<file path="src/rtl/fetch_ctrl_pkg.sv">
// Shared types and constants for the fetch-stage load/run sequencer.
package fetch_ctrl_pkg;

    typedef enum logic [1:0] {
        FC_LOAD  = 2'd0,
        FC_START = 2'd1,
        FC_RUN   = 2'd2,
        FC_FAULT = 2'd3
    } fetch_ctrl_state_e;

    localparam int unsigned INST_BYTES = 32'd4;
    localparam logic [1:0]  ALIGN_MASK = 2'b11;

endpackage

</file>
<file path="src/rtl/fetch_ctrl_if.sv">
// Load stream, run-mode control and fetch-port signals of fetch_ctrl.
// The reload signal exists only when FETCH_CTRL_RELOAD_EN is defined.
interface fetch_ctrl_if #(
    parameter int XLEN = 32,
    parameter int ILEN = 32
);
    logic            load_valid;
    logic [ILEN-1:0] load_data;
    logic            load_last;
    logic            load_ready;
    logic            stall;
    logic            redirect_valid;
    logic [XLEN-1:0] redirect_pc;
    logic [XLEN-1:0] pc;
    logic [ILEN-1:0] wdata;
    logic            write_en;
    logic            fetch_valid;
    logic            fault;
`ifdef FETCH_CTRL_RELOAD_EN
    logic            reload;

    modport master (
        output load_valid, load_data, load_last, stall, redirect_valid, redirect_pc, reload,
        input  load_ready, pc, wdata, write_en, fetch_valid, fault
    );
    modport slave (
        input  load_valid, load_data, load_last, stall, redirect_valid, redirect_pc, reload,
        output load_ready, pc, wdata, write_en, fetch_valid, fault
    );
`else
    modport master (
        output load_valid, load_data, load_last, stall, redirect_valid, redirect_pc,
        input  load_ready, pc, wdata, write_en, fetch_valid, fault
    );
    modport slave (
        input  load_valid, load_data, load_last, stall, redirect_valid, redirect_pc,
        output load_ready, pc, wdata, write_en, fetch_valid, fault
    );
`endif
endinterface

</file>
<file path="src/rtl/fetch_pc_next.sv">
// Run-mode next-PC selection: redirect beats stall beats sequential +4,
// plus detection of a misaligned redirect target.
module fetch_pc_next
    import fetch_ctrl_pkg::*;
#(
    parameter int XLEN = 32
) (
    input  logic [XLEN-1:0] pc_q,
    input  logic            stall,
    input  logic            redirect_valid,
    input  logic [XLEN-1:0] redirect_pc,
    output logic [XLEN-1:0] pc_next,
    output logic            misalign
);

    // Priority mux and alignment test.
    always_comb begin
        pc_next  = pc_q;
        misalign = 1'b0;
        if (redirect_valid) begin
            pc_next  = redirect_pc;
            misalign = ((redirect_pc[1:0] & ALIGN_MASK) != 2'b00);
        end else if (stall) begin
            pc_next  = pc_q;
        end else begin
            pc_next  = pc_q + XLEN'(INST_BYTES);
        end
    end

endmodule

</file>
<file path="src/rtl/fetch_ctrl.sv">
// Fetch-stage sequencer: loads a program into the fetch memory, then generates
// fetch PCs. Optional reload-from-run/fault is enabled by FETCH_CTRL_RELOAD_EN.
module fetch_ctrl
    import fetch_ctrl_pkg::*;
#(
    parameter int              XLEN       = 32,
    parameter int              ILEN       = 32,
    parameter int              PROG_WORDS = 256,
    parameter logic [XLEN-1:0] RESET_PC   = '0
) (
    input  logic         clock,
    input  logic         reset_n,
    fetch_ctrl_if.slave  bus
);

    localparam int CW = $clog2(PROG_WORDS);

    fetch_ctrl_state_e state_r;
    logic [CW-1:0]     cnt_r;
    logic [XLEN-1:0]   pc_q_r;
    logic              load_ready_r;
    logic              fault_r;

    logic              handshake_s;
    logic              last_s;
    logic              reload_s;
    logic [XLEN-1:0]   pc_next_s;
    logic              misalign_s;
    logic [ILEN-1:0]   wdata_s;

`ifdef FETCH_CTRL_RELOAD_EN
    assign reload_s = bus.reload;
`else
    assign reload_s = 1'b0;
`endif

    // A word at the last slot closes the load even without load_last.
    assign handshake_s = bus.load_valid & (state_r == FC_LOAD);
    assign last_s      = handshake_s & (bus.load_last | (cnt_r == CW'(PROG_WORDS - 1)));
    assign wdata_s     = bus.load_data;

    fetch_pc_next #(.XLEN(XLEN)) u_pc_next (
        .pc_q           (pc_q_r),
        .stall          (bus.stall),
        .redirect_valid (bus.redirect_valid),
        .redirect_pc    (bus.redirect_pc),
        .pc_next        (pc_next_s),
        .misalign       (misalign_s)
    );

    // Fetch-port drive: write port during load, fetch address afterwards.
    always_comb begin
        bus.wdata       = wdata_s;
        bus.write_en    = handshake_s;
        bus.load_ready  = load_ready_r;
        bus.fault       = fault_r;
        bus.pc          = pc_q_r;
        bus.fetch_valid = 1'b0;
        case (state_r)
            FC_LOAD:  bus.pc = XLEN'({cnt_r, 2'b00});
            FC_RUN:   bus.fetch_valid = ~bus.stall;
            FC_START: bus.pc = pc_q_r;
            FC_FAULT: bus.pc = pc_q_r;
            default:  bus.pc = pc_q_r;
        endcase
    end

    // Sequencer state, word counter, fetch PC and registered status flags.
    always_ff @(posedge clock or negedge reset_n) begin
        if (!reset_n) begin
            state_r      <= FC_LOAD;
            cnt_r        <= '0;
            pc_q_r       <= RESET_PC;
            load_ready_r <= 1'b1;
            fault_r      <= 1'b0;
        end else begin
            case (state_r)
                FC_LOAD: begin
                    if (handshake_s) begin
                        cnt_r <= cnt_r + CW'(1);
                        if (last_s) begin
                            state_r      <= FC_START;
                            load_ready_r <= 1'b0;
                        end
                    end
                end
                FC_START: begin
                    pc_q_r  <= RESET_PC;
                    state_r <= FC_RUN;
                end
                FC_RUN: begin
                    if (reload_s) begin
                        state_r      <= FC_LOAD;
                        cnt_r        <= '0;
                        load_ready_r <= 1'b1;
                    end else if (misalign_s) begin
                        // Keep the last good PC visible while faulted.
                        state_r <= FC_FAULT;
                        fault_r <= 1'b1;
                    end else begin
                        pc_q_r <= pc_next_s;
                    end
                end
                FC_FAULT: begin
                    if (reload_s) begin
                        state_r      <= FC_LOAD;
                        cnt_r        <= '0;
                        load_ready_r <= 1'b1;
                        fault_r      <= 1'b0;
                    end
                end
                default: begin
                    state_r      <= FC_LOAD;
                    cnt_r        <= '0;
                    load_ready_r <= 1'b1;
                    fault_r      <= 1'b0;
                end
            endcase
        end
    end

endmodule

</file>
<file path="src/flat_wrapper.sv">
// flat-port wrapper written by rule: the top's interface ports become plain ports
module fetch_ctrl_flat import fetch_ctrl_pkg::*;
#(
    parameter int              XLEN       = 32,
    parameter int              ILEN       = 32,
    parameter int              PROG_WORDS = 256,
    parameter logic [XLEN-1:0] RESET_PC   = '0
)
  (clock, reset_n, bus_load_valid, bus_load_data, bus_load_last, bus_stall, bus_redirect_valid, bus_redirect_pc, bus_load_ready, bus_pc, bus_wdata, bus_write_en, bus_fetch_valid, bus_fault);
  fetch_ctrl_if #(.XLEN(XLEN), .ILEN(ILEN)) bus_i ();
  input  logic clock;
  input  logic reset_n;
  input wire logic [$bits(bus_i.load_valid)-1:0] bus_load_valid;
  input wire logic [$bits(bus_i.load_data)-1:0] bus_load_data;
  input wire logic [$bits(bus_i.load_last)-1:0] bus_load_last;
  input wire logic [$bits(bus_i.stall)-1:0] bus_stall;
  input wire logic [$bits(bus_i.redirect_valid)-1:0] bus_redirect_valid;
  input wire logic [$bits(bus_i.redirect_pc)-1:0] bus_redirect_pc;
  output wire logic [$bits(bus_i.load_ready)-1:0] bus_load_ready;
  output wire logic [$bits(bus_i.pc)-1:0] bus_pc;
  output wire logic [$bits(bus_i.wdata)-1:0] bus_wdata;
  output wire logic [$bits(bus_i.write_en)-1:0] bus_write_en;
  output wire logic [$bits(bus_i.fetch_valid)-1:0] bus_fetch_valid;
  output wire logic [$bits(bus_i.fault)-1:0] bus_fault;
  assign bus_i.load_valid = bus_load_valid;
  assign bus_i.load_data = bus_load_data;
  assign bus_i.load_last = bus_load_last;
  assign bus_i.stall = bus_stall;
  assign bus_i.redirect_valid = bus_redirect_valid;
  assign bus_i.redirect_pc = bus_redirect_pc;
  assign bus_load_ready = bus_i.load_ready;
  assign bus_pc = bus_i.pc;
  assign bus_wdata = bus_i.wdata;
  assign bus_write_en = bus_i.write_en;
  assign bus_fetch_valid = bus_i.fetch_valid;
  assign bus_fault = bus_i.fault;
  fetch_ctrl #(.XLEN(XLEN), .ILEN(ILEN), .PROG_WORDS(PROG_WORDS), .RESET_PC(RESET_PC)) u_core (.clock(clock), .reset_n(reset_n), .bus(bus_i));
endmodule
</file>
<file path="config.mk">
export PLATFORM = sky130hd
export DESIGN_NAME = fetch_ctrl_flat
export DESIGN_NICKNAME = d
export VERILOG_FILES = /design/src/rtl/fetch_ctrl_pkg.sv /design/src/rtl/fetch_ctrl_if.sv /design/src/rtl/fetch_pc_next.sv /design/src/rtl/fetch_ctrl.sv /design/src/flat_wrapper.sv
export SDC_FILE = /design/constraint.sdc
export NUM_CORES = 1
export LEC_CHECK = 0
export BUFFER_PORTS_ARGS = -buffer_cell sky130_fd_sc_hd__buf_2
export CORE_MARGIN = 2
export CORE_UTILIZATION = 48
export CTS_CLUSTER_DIAMETER = 40
export DETAILED_ROUTE_END_ITERATION = 10
export MAX_ROUTING_LAYER = met4
export PLACE_DENSITY = 0.81
export SETUP_SLACK_MARGIN = 0.02
export SYNTH_ARGS = -nofsm -noshare
export SYNTH_HDL_FRONTEND = slang
export SYNTH_SLANG_ARGS = --single-unit
export TNS_END_PERCENT = 5
</file>
<file path="constraint.sdc">
create_clock -name clock -period 2.25 [get_ports clock]
set_clock_uncertainty 0.1 [all_clocks]
set_input_delay 0.225 -clock clock [delete_from_list [all_inputs] [get_ports clock]]
set_output_delay 0.225 -clock clock [all_outputs]
set_load 0.02 [all_outputs]
</file>
---- Word level (Yosys, flattened, before mapping) ----
Cells that the tools add are included.
storage, ports and cells
  bits in registers ....................... 44
  bits in latches ......................... 0
  memory bits (writable) .................. 0
  ROM bits ................................ 0
  input port bits ......................... 70
  output and inout port bits .............. 68
  logic and storage cells ................. 40
  memories kept ........................... 0
cells by class
  add/subtract/negate cells ............... 2
  multiply operators ...................... 0
  divide/modulo/power cells ............... 0
  magnitude comparators ................... 0
  equal/unequal tests ..................... 9
  shift-type cells ........................ 0
  muxes and demuxes ....................... 11
  bitwise gates (word level) .............. 5
  reduce and logical (&&, ||, !) cells .... 8
operators by type and width
  kind                                                                   number
  32-bit two-way mux                                                     4
  32-bit one-hot mux with 2 select lines                                 1
  32-bit by 3-bit adder with 32-bit output, second input constant        1
  8-bit by 1-bit adder with 8-bit output, second input constant          1
  8-bit equality test, second input constant                             1
  2-bit two-way mux                                                      3
  2-bit by 1-bit != test with 1-bit output, second input constant        3
  2-bit one-hot mux with 3 select lines                                  1
  3-bit AND reduction                                                    2
  2-bit equality test, second input constant                             2
  2-bit AND reduction                                                    2
  4-bit AND reduction                                                    1
  2-bit nonzero test                                                     2
  3-bit != test, second input constant                                   1
  1-bit bitwise AND                                                      2
  2-bit by 1-bit equality test with 1-bit output, second input constant  1
  2-bit zero test                                                        1
  1-bit two-way mux                                                      2
  2-bit != test, second input constant                                   1
  1-bit NOT                                                              2
  1-bit OR                                                               1

---- Logic depth before layout (Yosys ltp) ----
Gate-level depths: netlist of the first run.
  depth in word-level cells ............... 6
  mapped depth ............................ 8
  depth with buffers taken out ............ 7

---- Cells and area by module ----
A second synthesis of the first run with hierarchy kept.
second synthesis, totals
  cells, all modules ...................... 373
  area, all modules ....................... 3295.7 um^2
by module, submodules not included
  module         times used  cells each  area an instance (um^2)  seq. area each (um^2)
  fetch_ctrl     1           201         2279.7                   1102.3
  fetch_pc_next  1           172         1016.0                   0.0

---- Worst setup path after synthesis of the first run ----
No wires, ideal clock.
  path kind ............................... register to register
  start ................................... register u_core.state_r[0]
  end ..................................... register u_core.cnt_r[6]
  library setup time ...................... 0.123 ns
  arrival ................................. 1.825 ns
  data required time ...................... 2.027 ns
  path slack .............................. 0.202 ns
  stages on the path, launching flop included .. 9
  buffers on the path ..................... 2
  clock period less this slack ............ 2.048 ns
  path through ............................ dfrtp_1 inv_1 ha_1 clkbuf_1 and2_1 clkbuf_1 and3_1 nand4_1 xnor2_1
between the ends
  word-level cells in the longest chain between the ends .. 3
ends and longest elaborated chain
  element                               RTL line            text
  start: declaration                    fetch_ctrl.sv:18    fetch_ctrl_state_e state_r;
  start signal: assignment              fetch_ctrl.sv:71    state_r <= FC_LOAD;
  start signal: assignment              fetch_ctrl.sv:82    state_r <= FC_START;
  start signal: assignment              fetch_ctrl.sv:89    state_r <= FC_RUN;
  2-bit zero test                       fetch_ctrl.sv:38    assign handshake_s = bus.load_valid & (state_r == FC_LOAD);
  1-bit bitwise AND                     fetch_ctrl.sv:38
  via bus_write_en                      flat_wrapper.sv:22  output wire logic [$bits(bus_i.write_en)-1:0] bus_write_en;
  2-bit AND reduction (no source line)  --
  end signal: assignment                fetch_ctrl.sv:80    cnt_r <= cnt_r + CW'(1);
  end: declaration                      fetch_ctrl.sv:19    logic [CW-1:0] cnt_r;
The timed path passes the listed nets, and every way through them passes these cells.
A chain may end at the register's enable or synchronous reset.

---- Final worst setup path of the first run ----
  start ................................... register u_core.pc_q_r[3]
  end ..................................... register u_core.pc_q_r[30]
between the ends
  word-level cells in the longest chain between the ends .. 5
ends and longest elaborated chain
  element                                   RTL line             text
  start: declaration                        fetch_ctrl.sv:20     logic [XLEN-1:0] pc_q_r;
  start signal: assignment                  fetch_ctrl.sv:101    pc_q_r <= pc_next_s;
  32-bit by 3-bit adder with 32-bit output  fetch_pc_next.sv:26  pc_next = pc_q + XLEN'(INST_BYTES);
  32-bit two-way mux                        fetch_pc_next.sv:23  end else if (stall) begin
  32-bit two-way mux                        fetch_pc_next.sv:20  if (redirect_valid) begin
  32-bit two-way mux                        fetch_ctrl.sv:96     end else if (misalign_s) begin
  32-bit one-hot mux with 2 select lines    fetch_ctrl.sv:77     case (state_r)
No other way between the ends. The select of a mux whose other input is x is not followed.

==> impl_metrics.py, run 1 <==
metrics = {
    "yosys": {
        "post_synthesis_compound_gate_area_fraction_pct": 18.32,
        "post-synth-top-area-fraction_pct": 34.55,
        "synth.mux.area_fraction_pct": 3.857,
        "yosysWarningCount": 0,
        "synth_top_flop_cell": "dfrtp_1",
        "yosys-top-cells-area": "dfrtp_1, buf_4, nor2b_1",
        "post_synthesis_sequential_area_ratio_pct": 35.40,
        "syn_area_per_cell_um2": 8.509,
        "syn-cell-area_mm2": 0.003114,
        "synth_edf_count": 0,
        "post_synth_and_or_nand_nor_area_fraction_pct": 26.80,
        "yosys.area_share.adder_pct": 2.411,
        "synth.most_common_cell": "dfrtp_1",
        "flip_flop_and_latch_count_after_synthesis": 44,
        "synth_top_family_by_area": "simple AND/OR/NAND/NOR gates",
        "synth_nets": 442,
        "postSynth.asyncResetShare_pct": 100.0,
        "synth.largest_area_cell": "dfrtp_1",
        "ys_top_cells_by_count": "dfrtp_1, nand2_1, buf_4, o21ai_0",
        "syn_inst": 366,
        "yosysUniqueCellTypes": 54,
        "synth_xor_area_share_pct": 2.531,
    },
    "die": {
        "die_w_um": 84.55,
        "die_height_um": 84.55,
        "number_of_placement_rows": 29,
        "boundaryPins": 138,
        "initial_core_util_pct": 49.33,
        "placeableCoreArea_mm2": 0.006314,
        "dieArea_mm2": 0.007149,
    },
    "cells_and_area": {
        "stdcell_count": 496,
        "fillers": 613,
        "finalCoreUtilization_pct": 56.84,
        "design.final.nets": 494,
        "drive_above_1_share_pct": 28.40,
        "area_growth_pct": 15.23,
        "diodes": 0,
    },
    "cts": {
        "tritoncts_clock_tree": "done",
        "cts_h_tree_depth": 2,
        "clock_buffer_count_from_cts": 5,
        "insertion_delay_ns": 0.30,
        "clk_pin_slew_ns": 0.09,
        "clock_path_buffers": 2,
        "clockRootBuffer": "clkbuf_8",
        "clock-sinks": 44,
        "post_cts_setup_buffer_count": 0,
    },
    "sta": {
        "hold_viol_final": 0,
        "max_slew.worst_pin.slew_ns": 0.5377,
        "rsz_0062_raised_after_global_routing": "no",
        "fin_tns_setup_ns": 0,
        "report.final.setup_viol": 0,
        "timing.final.max_slew_violations": 0,
        "post-route-min-period_ns": 2.100,
        "relSlewSlack_pct": 64.15,
        "period_share_pct": 93.35,
        "achievable-frequency_ghz": 0.4761,
    },
    "power": {
        "power.leakage_nw": 1.683,
        "power.density_cell_area_mw_per_mm2": 899.4,
        "ir_worst_vdd_mv": 0.6377,
    },
    "drt": {
        "initialDrtViolationCount": 295,
        "final_antenna_net_count": 0,
        "post_drt_wl_per_cell_um": 17.01,
        "post_route_drc": 0,
        "vias_per_cell": 6.034,
        "wirelength_mm": 8.438,
        "first_pass_iters": 5,
        "routed-via-count": 2993,
    },
    "run": {
        "maxCapViolCount": 0,
    },
    "critical_path": {
        "critPathArrivalTime_ns": 2.21,
        "crit_fanout": 6,
        "startpoint_class_of_the_critical_path": "flop",
        "crit_path_end_kind": "flop",
        "setup.reg_to_reg.worst_slack_ns": 0.15,
        "timing.setup.critical_path_class": "reg -> reg",
        "critical_path_required_ns": 2.36,
    },
    "global_route": {
        "antenna_found_initial": 0,
        "globalRouteTotalUtil_pct": 24.41,
        "first_pass_grt_wire_length_mm": 13.78,
        "grt_pass1_vias": 2722,
        "grt_max_degree": 34,
        "grt_overflow_total": 0,
    },
    "run_status": {
        "run_status": "completed",
    },
    "placed_design": {
        "gp_congestion": 0.9403,
        "place.port_buffers": 73,
        "dp.cells": 487,
        "post-dp-hpwl_mm": 6.300,
    },
    "worst_hold_path": {
        "hold_class": "in -> reg",
    },
}
## cell families after synthesis
kind of cell,Yosys count
xor gates and xnor gates,9
and+or+nand+nor,151
buffers and inverters,56
muxes,11
adders and majority gates,6
DFF,44
AOI/OAI and AO/OA,89
## layout make-up
| class | instances | area (um2) | area share, % |
|---|---|---|---|
| clock buffers | 7 | 96.34 | 2.685 |
| clock inverters | 1 | 30.03 | 0.8368 |
| inverters | 8 | 30.03 | 0.8368 |
| multi-input cells | 266 | 1703 | 47.45 |
| flip-flops and latches | 44 | 1102 | 30.72 |
| well taps | 77 | 96.34 | 2.685 |
| repair buffers | 93 | 530.5 | 14.78 |
## worst paths after layout
path | from | end | cells after the start
worst max register to register | u_core.pc_q_r[3]$_DFFE_PN0P_ | u_core.pc_q_r[30]$_DFFE_PN0P_ | 6
max in group asynchronous | reset_n | u_core.pc_q_r[31]$_DFFE_PN0P_ | 3
worst min-delay path | bus_redirect_pc[27] | u_core.pc_q_r[27]$_DFFE_PN0P_ | 3
min in group asynchronous | reset_n | u_core.pc_q_r[12]$_DFFE_PN0P_ | 2
worst max-delay path | u_core.pc_q_r[3]$_DFFE_PN0P_ | u_core.pc_q_r[30]$_DFFE_PN0P_ | 6
worst min register to register | u_core.bus.fault$_DFFE_PN0P_ | u_core.bus.fault$_DFFE_PN0P_ | 1
## stage by stage
step	instance area (um2)	setup WS (ns)	total power [W]	hold WS [ns]
floorplan	3114	0.2021	0.002025	-0.1706
global placement	3428	0.1850	0.002455	0.1387
detailed placement	3428	0.1041	0.002511	0.1417
CTS	3567	0.06055	0.003191	0.04113
global route	3588	0.04130	0.003440	0.05136
finish	3588	0.1497	0.003227	0.03998
## sequential cells by signal, indices dropped and copies added (netlist names)
register               flops
u_core.bus.fault           1
u_core.bus.load_ready      1
u_core.cnt_r               8
u_core.pc_q_r             32
u_core.state_r             2
## layout by cell type, fill, tap and decap left out, types with 2 or more instances in the layout
cell,count
a21o_1,2
a21oi_1,13
a221o_1,2
a22oi_1,12
a31oi_1,2
and2_1,7
and3_1,6
and4_1,2
buf_2,73
buf_4,18
clkbuf_8,7
dfrtp_1,43
ha_1,5
inv_1,8
mux2_2,7
mux2i_1,3
nand2_1,34
nand3_1,15
nand4_1,14
nor2_1,24
nor2b_1,24
nor3_1,6
nor4_1,6
o211ai_1,3
o21ai_0,28
o21ai_1,7
o22ai_1,3
o2bb2ai_1,3
o311ai_0,2
o311ai_1,4
o31ai_1,2
xnor2_1,5
xor2_1,4
## metal layers
metal	track usage, %	vias up	part of all wire, %
met3	4.130	14	8.5
met1	34.65	1417	43
met5	-	-	0
met2	36.51	162	47
li1	-	1400	-
met4	6.205	0	1.3
## repair_timing
item	CTS	global route
endpoints found under the hold margin	20	0
setup endpoints to repair	9	9
hold buffers	1	0
gates cloned	0	0
resized for setup	1	3
## critical path, stage by stage (launching register included)
cell	delay [ns]
dfrtp_1	0.45
ha_1	0.27
nand3_2	0.17
or3_4	0.47
nor3_4	0.21
nand4_1	0.14
o311ai_2	0.22
## power breakdown
part,internal [W],switching (W)
registers,0.000922,0.000174
clock network,0.000392,0.000278
logic,0.000586,0.000875
No activity file was read; power rests on OpenSTA's default activity.
==> inputs of run 2 (changes only) <==
--- a/config.mk
+++ b/config.mk
@@ -5,13 +5,14 @@
 export SDC_FILE = /design/constraint.sdc
 export NUM_CORES = 1
 export LEC_CHECK = 0
+export ABC_AREA = 1
 export BUFFER_PORTS_ARGS = -buffer_cell sky130_fd_sc_hd__buf_2
 export CORE_MARGIN = 2
-export CORE_UTILIZATION = 48
+export CORE_UTILIZATION = 45
 export CTS_CLUSTER_DIAMETER = 40
 export DETAILED_ROUTE_END_ITERATION = 10
 export MAX_ROUTING_LAYER = met4
-export PLACE_DENSITY = 0.81
+export PLACE_DENSITY = 0.78
 export SETUP_SLACK_MARGIN = 0.02
 export SYNTH_ARGS = -nofsm -noshare
 export SYNTH_HDL_FRONTEND = slang
==> constraint.sdc (replaced) <==
create_clock -name clock -period 1.75 [get_ports clock]
set_clock_uncertainty 0.1 [all_clocks]
set_input_delay 0.175 -clock clock [delete_from_list [all_inputs] [get_ports clock]]
set_output_delay 0.175 -clock clock [all_outputs]
set_load 0.02 [all_outputs]
==> run 2 against run 1 <==
Compared with the run above: largest power group unchanged; clock-buffer cell count shrank 2; critical path depth did not move; die area up 18%; cell area up 13%; combinational power up 140%; routed wire length is 5.0% higher; synthesized cell count increased by 52%; sequential cell count unchanged; critical path type is now reg -> out; via count increased by 17%; cell count grew 43%; the flow now finishes with violations (setup timing); sequential power up 81%.
==> impl_metrics.py, run 2 <==
metrics = {
    "run_status": {
        "run_status": "finished, violations left",
        "violations_in_the_final_reports": "setup timing",
    },
    "global_route": {
        "antenna_found_initial": 0,
        "grt_overflow_total": 0,
        "grt_pass1_vias": 3467,
        "globalRouteTotalUtil_pct": 22.68,
        "first_pass_grt_wire_length_mm": 15.24,
        "grt_max_degree": 45,
    },
    "die": {
        "number_of_placement_rows": 32,
        "placeableCoreArea_mm2": 0.007607,
        "boundaryPins": 138,
        "die_height_um": 91.92,
        "die_w_um": 91.92,
        "initial_core_util_pct": 45.72,
        "dieArea_mm2": 0.008449,
    },
    "drt": {
        "routed-via-count": 3491,
        "initialDrtViolationCount": 168,
        "post_route_drc": 0,
        "wirelength_mm": 8.864,
        "final_antenna_net_count": 0,
        "vias_per_cell": 4.924,
        "first_pass_iters": 4,
        "post_drt_wl_per_cell_um": 12.50,
    },
    "critical_path": {
        "setup.reg_to_reg.worst_slack_ns": 0.03,
        "r2r.worst_path.cells": 10,
        "startpoint_class_of_the_critical_path": "flop",
        "crit_fanout": 9,
        "timing.setup.critical_path_class": "reg -> out",
        "critPathArrivalTime_ns": 1.55,
        "crit_path_end_kind": "primary output",
        "timing.rr.start": "u_core.state_r[1]$_DFFE_PN0P_",
        "crit-reg2reg-capture": "u_core.pc_q_r[17]$_DFFE_PN0P_",
        "critical_path_required_ns": 1.47,
    },
    "cells_and_area": {
        "area_growth_pct": 16.87,
        "largest_register_ffs": 32,
        "drive_above_1_share_pct": 23.23,
        "design.final.nets": 682,
        "layout_top_registers": "u_core.pc_q_r: 32 flops, u_core.cnt_r: 8 flops, u_core.state_r: 2 flops",
        "max_flop_register": "u_core.pc_q_r",
        "diodes": 0,
        "layout.cells.most_common_list": "nand2_1, nor2_1, buf_2, dfrtp_1, inv_1",
        "layout_commonest_cell": "nand2_1",
    },
    "sta": {
        "report.final.setup_viol": 9,
        "final_critical_path_setup_slack_ns": -0.07048,
        "relSlewSlack_pct": 60.17,
        "hold_viol_final": 0,
        "period_share_pct": 104.0,
        "rsz_0062_raised_after_global_routing": "yes",
        "timing.final.max_slew_violations": 0,
        "post-route-min-period_ns": 1.820,
        "achievable-frequency_ghz": 0.5493,
        "max_slew.worst_pin.slew_ns": 0.5975,
        "fin_tns_setup_ns": -0.3342,
    },
    "worst_hold_path": {
        "min_delay_worst_endpoint": "u_core.bus.load_ready$_DFFE_PN1P_",
        "holdCritStartpoint": "bus_load_last",
        "hold_depth": 3,
        "hold_class": "in -> reg",
    },
    "cts": {
        "clockRootBuffer": "clkbuf_8",
        "clk_pin_slew_ns": 0.10,
        "clock_path_buffers": 2,
        "clock-sinks": 44,
        "clock_buffer_count_from_cts": 5,
        "cts_h_tree_depth": 2,
        "insertion_delay_ns": 0.31,
        "tritoncts_clock_tree": "done",
    },
    "yosys": {
        "post-synth-top-area-fraction_pct": 30.94,
        "post_synthesis_sequential_area_ratio_pct": 31.69,
        "syn_area_per_cell_um2": 6.234,
        "yosysUniqueCellTypes": 31,
        "syn-cell-area_mm2": 0.003478,
        "synth_edf_count": 0,
        "synth.largest_area_cell": "dfrtp_1",
        "yosys-top-cells-area": "dfrtp_1, nand2_1, nor2_1",
        "synth.most_common_cell": "nand2_1",
        "flip_flop_and_latch_count_after_synthesis": 44,
        "yosysWarningCount": 0,
        "postSynth.asyncResetShare_pct": 100.0,
        "ys_top_cells_by_count": "nand2_1, nor2_1, inv_1, dfrtp_1, nand3_1",
        "syn_inst": 558,
        "synth_top_flop_cell": "dfrtp_1",
        "synth_nets": 634,
    },
    "power": {
        "power.density_cell_area_mw_per_mm2": 1542,
        "internal-power_w": 0.003208,
        "power.leakage_nw": 2.022,
        "power_frac_comb_pct": 55.1,
        "sw_frac_of_total_pct": 48.83,
        "power_switching_w": 0.003062,
        "power_frac_seq_pct": 31.7,
        "post-layout-total-power_w": 0.006270,
        "ir_worst_vdd_mv": 0.9392,
        "power.clock.fraction_pct": 13.2,
    },
    "placed_design": {
        "place.port_buffers": 73,
        "gp_congestion": 0.9290,
        "post-dp-hpwl_mm": 6.562,
        "preCtsSetupSlack_ns": -0.002698,
    },
    "run": {
        "maxCapViolCount": 0,
    },
}
==> run 2: kinds of logic after synthesis <==
logic type	after synthesis	synth area share, %
fa+ha+maj	6	2.158
compound gates	33	5.072
buf+inv	95	14.32
flops	44	31.69
mux	1	0.2878
simple gates	368	43.71
xor+xnor	11	2.770
==> run 2: routing by layer <==
metal | vias up | global-route usage, % | part of all wire, % | wire length [um]
li1 | 1771 | - | - | -
met2 | 113 | 39.03 | 49 | 4369
met1 | 1593 | 26.84 | 43 | 3843
met3 | 14 | 4.519 | 5.8 | 511
met4 | 0 | 7.090 | 1.6 | 140
met5 | - | - | 0 | 0
==> run 2: metrics by stage <==
stage                     cells  area, um2  util [%]  hold WS (ns)
final                       709       4065     53.44       0.04953
after global routing        709       4065     53.44       0.05931
after detailed placement    693       3735     49.10        0.2068
after global placement      693       3735     49.10        0.1968
after CTS                   709       3974     52.24       0.03379
after floorplan             558       3478         -       -0.2206
==> run 2: critical path, cell delays in order (launching register included) <==
cell	delay [ns]
dfrtp_1	0.42
inv_2	0.09
ha_4	0.15
buf_12	0.12
clkinvlp_4	0.15
o21ai_2	0.18
buf_6	0.14
==> run 2: repair_timing <==
action / CTS / global route
hold buffers: 1 / 0
setup buffers: 7 / 0
hold endpoints to repair: 43 / 0
gates cloned: 0 / 0
setup endpoints to repair: 59 / 67
pin swaps: 3 / 3
resized for setup: 23 / 34
==> run 2: power groups by stage <==
stage / Combinational, W / Sequential [W] / Clock [W]
after floorplan: 0.00221 / 0.00184 / 0
after global routing: 0.00387 / 0.00205 / 0.000881
final: 0.00345 / 0.00199 / 0.000826
after detailed placement: 0.00300 / 0.00199 / 0
after CTS: 0.00330 / 0.00196 / 0.000842
after global placement: 0.00292 / 0.00197 / 0
==> run 2: cell type report <==
class / instances / area, um2
Clock buffer: 5 / 68.82
Clock inverter: 3 / 47.55
Fill cell: 784 / 3542
Inverter: 47 / 182.7
Multi-Input combinational cell: 419 / 1952
Sequential cell: 44 / 1102
Tap cell: 102 / 127.6
Timing Repair Buffer: 89 / 584.3
==> run 2: worst max-delay path by stage <==
| stage | start | end | slack (ns) | depth (start not counted) |
|---|---|---|---|---|
| floorplan | u_core.state_r[0]$_DFFE_PN0P_ | u_core.cnt_r[7]$_DFFE_PN0P_ | 0.09 | 9 |
| global placement | u_core.state_r[0]$_DFFE_PN0P_ | u_core.cnt_r[5]$_DFFE_PN0P_ | 0.08 | 9 |
| detailed placement | u_core.state_r[1]$_DFFE_PN0P_ | u_core.cnt_r[7]$_DFFE_PN0P_ | -0.003 | 8 |
| CTS | u_core.state_r[0]$_DFFE_PN0P_ | bus_pc[9] | -0.06 | 6 |
| global route | u_core.state_r[1]$_DFFE_PN0P_ | bus_pc[9] | -0.17 | 6 |
| finish | u_core.state_r[1]$_DFFE_PN0P_ | bus_pc[9] | -0.07 | 6 |
==> inputs of run 3 (changes only) <==
--- a/config.mk
+++ b/config.mk
@@ -17,4 +17,4 @@
 export SYNTH_ARGS = -nofsm -noshare
 export SYNTH_HDL_FRONTEND = slang
 export SYNTH_SLANG_ARGS = --single-unit
-export TNS_END_PERCENT = 5
+export TNS_END_PERCENT = 30
==> run 3 against run 2 <==
Compared with the run above: the run still ends with setup timing left; sequential cell count unchanged; register-to-register slack worse by 0.08 ns; sequential share of layout area down 0.36 points; via count up 2.2%; clock-buffer cell count unchanged; largest power group unchanged; die area unchanged; combinational power up 4%; power up 2.1%; maximum frequency about the same; global-route usage unchanged.
==> impl_metrics.py, run 3 (same netlist as run 2, synthesis figures left out) <==
metrics = {
    "placed_design": {
        "post-dp-hpwl_mm": 6.562,
        "place.port_buffers": 73,
        "cell_area_placed_mm2": 0.003735,
        "gp_congestion": 0.9290,
    },
    "drt": {
        "vias_per_cell": 5.004,
        "final_antenna_net_count": 0,
        "post_route_drc": 0,
        "wirelength_mm": 9.159,
        "first_pass_iters": 5,
        "initialDrtViolationCount": 182,
        "post_drt_wl_per_cell_um": 12.85,
        "routed-via-count": 3568,
    },
    "run_status": {
        "violations_in_the_final_reports": "setup timing",
        "run_status": "finished, violations left",
    },
    "die": {
        "boundaryPins": 138,
        "dieArea_mm2": 0.008449,
        "die_height_um": 91.92,
        "initial_core_util_pct": 45.72,
        "die_w_um": 91.92,
        "number_of_placement_rows": 32,
        "placeableCoreArea_mm2": 0.007607,
    },
    "critical_path": {
        "setup.reg_to_reg.worst_slack_ns": -0.05,
        "crit_path_end_kind": "primary output",
        "critical_path_required_ns": 1.47,
        "cp-endpoint": "bus_pc[9]",
        "r2r.worst_path.cells": 10,
        "cp-startpoint": "u_core.state_r[0]$_DFFE_PN0P_",
        "timing.rr.start": "u_core.state_r[1]$_DFFE_PN0P_",
        "crit_path_cell_trace": "inv_2 -> ha_4 -> buf_12 -> clkinvlp_4 -> o21ai_2 -> buf_6",
        "crit_path_top_delay_cell": "dfrtp_1",
        "critPathArrivalTime_ns": 1.54,
        "crit_fanout": 9,
        "timing.setup.critical_path_class": "reg -> out",
        "crit-reg2reg-capture": "u_core.pc_q_r[13]$_DFFE_PN0P_",
        "critPathMaxStageDelay_ns": 0.40,
        "startpoint_class_of_the_critical_path": "flop",
    },
    "power": {
        "power.density_cell_area_mw_per_mm2": 1554,
        "power_frac_seq_pct": 31.0,
        "power.clock.fraction_pct": 13.0,
        "sw_frac_of_total_pct": 48.67,
        "power.leakage_nw": 2.055,
        "power_frac_comb_pct": 56.0,
        "post-layout-total-power_w": 0.006401,
        "ir_worst_vdd_mv": 0.9318,
        "power_switching_w": 0.003115,
        "internal-power_w": 0.003286,
    },
    "sta": {
        "post-route-min-period_ns": 1.819,
        "period_share_pct": 104.0,
        "final_critical_path_setup_slack_ns": -0.06931,
        "timing.final.max_slew_violations": 0,
        "max_slew.worst_pin.slew_ns": 0.6085,
        "relSlewSlack_pct": 59.43,
        "report.final.setup_viol": 14,
        "achievable-frequency_ghz": 0.5497,
        "fin_tns_setup_ns": -0.4415,
        "hold_viol_final": 0,
        "rsz_0062_raised_after_global_routing": "yes",
    },
    "global_route": {
        "grt_pass1_vias": 3467,
        "globalRoute.busiestLayer": "met2",
        "grt_util_met1_pct": 26.94,
        "antenna_found_initial": 0,
        "groute.layer.met3.usage_pct": 4.355,
        "globalRouteTotalUtil_pct": 22.68,
        "grt_max_degree": 45,
        "grt_overflow_total": 0,
        "first_pass_grt_wire_length_mm": 15.24,
        "met2_usage_pct": 39.03,
    },
    "cells_and_area": {
        "diodes": 0,
        "area_growth_pct": 18.45,
        "postLayoutCellArea_mm2": 0.004120,
        "layout.cells.most_common_list": "nand2_1, nor2_1, buf_2, dfrtp_1, inv_1",
        "layout_top_registers": "u_core.pc_q_r: 32 flops, u_core.cnt_r: 8 flops, u_core.state_r: 2 flops",
        "drive_above_1_share_pct": 23.57,
        "design.final.nets": 686,
        "largest_register_ffs": 32,
        "layout_commonest_cell": "nand2_1",
        "max_flop_register": "u_core.pc_q_r",
    },
    "run": {
        "maxCapViolCount": 0,
    },
    "cts": {
        "cts_h_tree_depth": 2,
        "clock_buffer_count_from_cts": 5,
        "clock-sinks": 44,
        "clk_pin_slew_ns": 0.10,
        "clockRootBuffer": "clkbuf_8",
        "clock_path_buffers": 2,
        "tritoncts_clock_tree": "done",
        "insertion_delay_ns": 0.31,
    },
    "worst_hold_path": {
        "hold_class": "in -> reg",
    },
}
run 3: changes by cell type in the layout (fill, tap and decap cells not counted):
cell and delta:
nor2_4 -1, o21ai_1 -3, nand3_4 +1, buf_8 +1
nor2_1 +1, nand3_2 -1, clkbuf_16 +1, buf_4 +2
o21ai_0 +3
run 3: area by class of cell:
| type | instances | area, um2 |
|---|---|---|
| tap | 102 | 127.6 |
| sequential | 44 | 1102 |
| timing repair buffer | 93 | 639.4 |
| clock inverter | 3 | 47.55 |
| fill | 782 | 3487 |
| multi-input combinational | 419 | 1952 |
| clock buffer | 5 | 68.82 |
| inverter | 47 | 182.7 |
run 3: per-stage QoR:
step | util (%) | std cells | hold WS [ns] | worst slack, ns
after floorplan | - | 558 | -0.2206 | 0.09408
after global placement | 49.10 | 693 | 0.1968 | 0.08293
after detailed placement | 49.10 | 693 | 0.2068 | -0.002698
after CTS | 52.32 | 709 | 0.03379 | -0.05957
after global routing | 54.16 | 713 | 0.05852 | -0.1742
final | 54.16 | 713 | 0.04639 | -0.06931
run 3: repair_timing:
item,CTS,global route
pin swaps,5,3
setup endpoints to repair,59,67
buffers inserted,7,3
cloned,0,1
gates resized for setup,25,30
hold endpoints to repair,43,0
hold buffers,1,0
run 3: worst min-delay path by stage:
| stage | from | end | slack, ns | depth (start not counted) |
|---|---|---|---|---|
| 2_1_floorplan | reset_n | u_core.bus.fault$_DFFE_PN0P_ | -0.22 | 0 |
| 3_3_place_gp | reset_n | u_core.pc_q_r[16]$_DFFE_PN0P_ | 0.20 | 2 |
| 3_5_place_dp | reset_n | u_core.pc_q_r[16]$_DFFE_PN0P_ | 0.21 | 2 |
| 4_1_cts | bus_load_last | u_core.bus.load_ready$_DFFE_PN1P_ | 0.03 | 3 |
| 5_1_grt | bus_load_valid | u_core.cnt_r[0]$_DFFE_PN0P_ | 0.06 | 3 |
| 6_report | bus_load_last | u_core.bus.load_ready$_DFFE_PN1P_ | 0.05 | 3 |
run 3: layer usage:
layer  vias to the layer above  part of all wire [%]
li1                       1782                     -
met1                      1637                    43
met2                       130                    49
met3                        19                   6.3
met4                         0                   2.1
met5                         -                     0
run 3: critical path: cells and delay by family, from the launching register on:
kind | cells | cell delay (ns)
AOI/OAI and AO/OA | 1 | 0.18
buffers and inverters | 4 | 0.50
adders and majority gates | 1 | 0.16
DFF | 1 | 0.40
run 3: power groups by stage:
stage                     logic [W]  registers [W]  clock network, W
after floorplan             0.00221        0.00184                 0
after global placement      0.00292        0.00197                 0
after detailed placement    0.00300        0.00199                 0
after CTS                   0.00332        0.00196          0.000842
after global routing        0.00398        0.00205          0.000882
final                       0.00358        0.00199          0.000832
